### config.mk
export PLATFORM = sky130hd
export DESIGN_NAME = bus_rbtr_rr_n
export DESIGN_NICKNAME = d
export VERILOG_FILES = /design/src/rtl/bus_rbtr_rr_n.sv
export SDC_FILE = /design/constraint.sdc
export NUM_CORES = 1
export LEC_CHECK = 0
export BUFFER_PORTS_ARGS = -buffer_cell sky130_fd_sc_hd__buf_2
export CORE_AREA = 5 5 127 129
export CTS_CLUSTER_DIAMETER = 200
export DETAILED_ROUTE_END_ITERATION = 10
export DIE_AREA = 0 0 132 134
export PLACE_DENSITY = 0.74
export SLEW_MARGIN = 30
export SYNTH_ARGS = -nofsm -noshare
export SYNTH_HDL_FRONTEND = slang
export SYNTH_SLANG_ARGS = --single-unit
### constraint.sdc
create_clock -name clk -period 5.95 [get_ports clk]
set_input_delay 1.19 -clock clk [delete_from_list [all_inputs] [get_ports clk]]
set_output_delay 1.19 -clock clk [all_outputs]
set_load 0.01 [all_outputs]
### src/rtl/bus_rbtr_rr_n.sv
// Shared-bus arbiter and packet router for drvrs driver FIFOs.
// Round-robin grant, one word per 3-cycle IDLE/POP/PUSH transfer, with broadcast and invalid-ID drop counting.
module bus_rbtr_rr_n #(
    parameter int               bits      = 32,
    parameter int               drvrs     = 8,
    parameter int               id_w      = 8,
    parameter logic [id_w-1:0]  broadcast = {id_w{1'b1}},
    localparam int              pw        = $clog2(drvrs)
) (
    input  logic                    clk,
    input  logic                    reset,
    input  logic [drvrs-1:0]        pndng,
    input  logic [drvrs*bits-1:0]   D_pop,
    output logic [drvrs-1:0]        pop,
    output logic [drvrs-1:0]        push,
    output logic [bits-1:0]         D_push,
    output logic                    bus_busy,
    output logic [15:0]             drop_cnt,
    output logic [1:0]              state_dbg,
    output logic [pw-1:0]           ptr_dbg
);

    // Handshake: pndng[i] is driver i's valid flag with show-ahead data on D_pop;
    // the one-cycle pop[i] strobe is the acknowledge, and the word is taken at the edge that ends it.
    typedef enum logic [1:0] {
        IDLE = 2'd0,
        POP  = 2'd1,
        PUSH = 2'd2
    } state_t;

    state_t              state_q;
    state_t              state_nx;
    logic [pw-1:0]       ptr_q;
    logic [pw-1:0]       ptr_nx;
    logic [pw-1:0]       grant_q;
    logic [pw-1:0]       grant_nx;
    logic                any_req;
    logic [drvrs-1:0]    pop_q;
    logic [drvrs-1:0]    push_q;
    logic [drvrs-1:0]    push_nx;
    logic [bits-1:0]     d_push_q;
    logic                busy_q;
    logic [15:0]         drop_q;
    logic                drop_nx;
    logic [bits-1:0]     cap_word;
    logic [id_w-1:0]     dest;

    // Round-robin scan starting at ptr, wrapping modulo drvrs.
    always_comb begin
        any_req  = 1'b0;
        grant_nx = grant_q;
        for (int i = 0; i < drvrs; i++) begin
            if (!any_req && pndng[(int'(ptr_q) + i) % drvrs]) begin
                any_req  = 1'b1;
                grant_nx = pw'((int'(ptr_q) + i) % drvrs);
            end
        end
    end

    assign cap_word = D_pop[int'(grant_q)*bits +: bits];
    assign dest     = cap_word[bits-1 -: id_w];
    assign ptr_nx   = (grant_q == pw'(drvrs - 1)) ? '0 : grant_q + 1'b1;

    // Destination decode; broadcast wins even if it aliases a valid driver index.
    always_comb begin
        push_nx = '0;
        drop_nx = 1'b0;
        if (dest == broadcast) begin
            push_nx          = '1;
            push_nx[grant_q] = 1'b0;
        end else if (int'(dest) < drvrs) begin
            push_nx = drvrs'(1) << dest;
        end else begin
            drop_nx = 1'b1;
        end
    end

    always_comb begin
        state_nx = state_q;
        case (state_q)
            IDLE:    if (any_req) state_nx = POP;
            POP:     state_nx = PUSH;
            PUSH:    state_nx = IDLE;
            default: state_nx = IDLE;
        endcase
    end

    always_ff @(posedge clk) begin
        if (!reset) begin
            state_q <= IDLE;
        end else begin
            state_q <= state_nx;
        end
    end

    always_ff @(posedge clk) begin
        if (!reset) begin
            ptr_q    <= '0;
            grant_q  <= '0;
            pop_q    <= '0;
            push_q   <= '0;
            d_push_q <= '0;
            busy_q   <= 1'b0;
            drop_q   <= '0;
        end else begin
            case (state_q)
                IDLE: begin
                    if (any_req) begin
                        grant_q <= grant_nx;
                        pop_q   <= drvrs'(1) << grant_nx;
                        busy_q  <= 1'b1;
                    end
                end
                POP: begin
                    pop_q    <= '0;
                    d_push_q <= cap_word;
                    push_q   <= push_nx;
                    ptr_q    <= ptr_nx;
                    if (drop_nx && (drop_q != 16'hFFFF)) begin
                        drop_q <= drop_q + 16'd1;
                    end
                end
                PUSH: begin
                    push_q <= '0;
                    busy_q <= 1'b0;
                end
                default: begin
                    pop_q  <= '0;
                    push_q <= '0;
                    busy_q <= 1'b0;
                end
            endcase
        end
    end

    assign pop       = pop_q;
    assign push      = push_q;
    assign D_push    = d_push_q;
    assign bus_busy  = busy_q;
    assign drop_cnt  = drop_q;
    assign state_dbg = state_q;
    assign ptr_dbg   = ptr_q;

endmodule

==> impl_results.md <==
- Post-CTS setup buffer count: 0
- CTS clk-pin slew, worst paths: 0.06 ns
- Final setup margin: 1.76 ns
- Post-Syn Instances: 671
- Status: finished, final reports clean
- Async set-reset flop share out of synthesis: 0%
- Slew @ Worst Pin: 0.975 ns
- CTS Root Cell: clkbuf_16
- Cts repair resizes: 0
- Worst Path Arrival: 4.44 ns
- Most frequent cells after synthesis: nor2_1 (77), dfxtp_1 (73), nand2_1 (72), mux4_2 (39), mux2i_1 (34)
- Cells after DPL: 1146
- Synth area leader: dfxtp_1
- DRC Markers: 0
- Sequential share of power: 29.0%
- Rel. slew slack: 34.7%
- R2r endpoint: drop_cnt[5]
- GP Congestion: 0.916
- Worst hold start: pop[7]
- Hpwl dp: 20700 um
- Worst hold slack: 0.452 ns
- Crit path max fanout: 44
- Clock power frac: 24.2%
- Worst reg2reg path depth: 9
- Die Wd: 132 um
- Syn Nets: 942
- Top cells by area, synth: dfxtp_1 (25%), mux4_2 (15%), mux2i_1 (5.8%)
- Clock Latency Late Sink: 0.34 ns
- RSZ-0062 raised after global routing: false
- Synthesized area per cell: 8.82 sq um
- Die Area: 17700 sq um
- MaxCap Viol Count: 0
- Crit. Startpoint: grant_q[1]
- Power share of the combinational group: 46.7%
- Cell Pwr Density: 277 nW/um^2
- Wire per inst: 22.5 um
- CP Capture Type: flip-flop
- Die Y: 134 um
- Net switching power: 0.885 mW
- First-pass GRT wire length: 39000 um
- Hold Crit Class: flip-flop to flip-flop
- Post-Syn Area: 5920 sq um
- Setup_tns: 0 ns
- Post-Place Worst Slack: 1.88 ns
- Gr ovfl total: 0
- Netlist cell types: 65
- Post-route insts no fill: 1166
- RR Startpoint: grant_q[1]
- Cell leakage power: 3.47 nW
- Hold buffers post-CTS: 0
- FF+latch count, synth: 73
- Drt first pass iters: 5
- Num CTS Buffers: 9
- Internal power: 1.32 mW
- Max Slew Vio Count: 0
- Period utilization: 70.5%
- Max VDD drop: 0.164 mV
- Vias in the first global route: 6825
- Pin count of the biggest net entering global routing: 64
- Seq/Total Area, Yosys: 24.7%
- Routed WL: 26200 um
- Effective utilization at floorplan: 39.7%
- Final hold vios: 0
- Flop2flop setup slack: 1.76 ns
- Final net count: 1240
- Drt via density: 5.93
- Yosys warns: 0
- Number of synthesized flops with an enable pin: 0
- Core ar.: 14900 sq um
- Synth top area share: 24.7%
- Ys flop type: dfxtp_1
- I/O pin cnt: 336
- Port Buf Inserts: 335
- Number of clock sinks: 73
- Power Total: 2.20 mW
- Vias post-DR: 6915
- DRT antenna net count: 0
- Min Tclk post-route: 4.19 ns
- Final setup vio count: 0
- CTS tree: built
- Tot GR Track Use: 28.1%
- Worst setup endpoint: drop_cnt[5]
- Site Rows: 45
- Dominant cell by count in the synthesized netlist: nor2_1
- FMAX: 0.239 GHz
- CP Class: flip-flop to flip-flop
- Worst EP required: 6.20 ns
- # H-tree levels: 3
- Clock Path Buffers: 2
- Setup Skew: 0.00656 ns
- Initial DRC Count: 528
- Initial antenna violation count: 12
- Layout Area Growth over Synthesis: 34.6%
- Setup crit start kind: flip-flop
- Layout cell share with drive strength beyond 1: 45.3%
- Switching Share: 40.2%
area by class of cell:
cell class | count | area, sq um
Antenna cell | 4 | 10.0
Multi-Input combinational cell | 529 | 4170
Clock buffer | 12 | 268
Clock inverter | 4 | 26.3
Inverter | 14 | 53.8
Timing Repair Buffer | 342 | 1730
Tap cell | 188 | 235
Sequential cell | 73 | 1470
Fill cell | 1455 | 6960
per-stage QoR:
stage | cell area (sq um) | utilization (%)
after floorplan | 5920 | -
after global placement | 7660 | 51.3
after detailed placement | 7660 | 51.3
after CTS | 7950 | 53.3
after global routing | 7970 | 53.4
final | 7970 | 53.4
layout by cell type, fill, tap and decap left out, types with 4 or more instances in the layout:
cell,instances
mux2i_1,34
a32o_1,5
a21oi_1,32
nand4_1,6
nand2_1,72
a22oi_1,11
o21ai_0,28
diode_2,4
buf_2,335
mux4_2,39
a22o_1,8
a311oi_1,11
a221oi_1,20
nand2b_1,8
buf_4,7
o31ai_1,16
a221o_1,4
nor3_1,10
nor2b_1,6
a211oi_1,25
or3_1,6
nor2_1,77
inv_1,11
dfxtp_1,70
clkbuf_16,10
mux2_2,28
ha_1,5
nand3_1,9
or4_1,9
and2_1,5
worst min-delay path by stage:
stage               endpoint  cells past startpoint
floorplan             pop[1]                      2
finish                pop[7]                      2
detailed placement    pop[5]                      2
global placement      pop[5]                      2
CTS                   pop[5]                      2
global route          pop[5]                      2
layer usage:
metal  global-route usage [%]  part of all wire [%]  vias up
met5                        0                  0.33        -
met4                     11.3                   3.6       14
met3                     8.36                   9.5       74
met2                     44.6                    48      384
met1                     35.9                    39     3242
li1                         -                     -     3201
cell families (layout without fill, tap and decap cells):
| logic type | after synthesis | count (layout) | synth area share, % |
|---|---|---|---|
| muxes | 105 | 105 | 27.4 |
| adders and majority gates | 5 | 5 | 1.06 |
| and+or+nand+nor | 229 | 229 | 18.4 |
| other | 0 | 4 | 0 |
| DFF | 73 | 73 | 24.7 |
| buffers and inverters | 69 | 372 | 4.93 |
| AOI/OAI and AO/OA | 185 | 185 | 22.8 |
| xor gates and xnor gates | 5 | 5 | 0.740 |
state kept, by name, summed over array words and instances (netlist names):
signal	cells
state_dbg	2
drop_cnt	16
pop	8
bus_busy	1
ptr_dbg	3
grant_q	3
push	8
D_push	32
critical path, stage by stage (launching register included):
cell and delay [ns]:
dfxtp_4 0.69, buf_4 0.57, clkinv_1 0.53, a221oi_1 0.37, o22a_1 0.34, or4_1 0.16
o2bb2a_1 0.21, nand3_2 0.41, or4_1 0.63, a21oi_1 0.14
power by group through the flow:
stage | Sequential (mW) | Combinational [mW] | Clock [mW]
2_1_floorplan | 0.599 | 0.714 | 0
3_3_place_gp | 0.648 | 1.01 | 0
3_5_place_dp | 0.652 | 1.02 | 0
4_1_cts | 0.641 | 1.02 | 0.539
5_1_grt | 0.652 | 1.11 | 0.563
6_report | 0.640 | 1.03 | 0.534
Note: power is estimated with default switching activity, not from simulation.
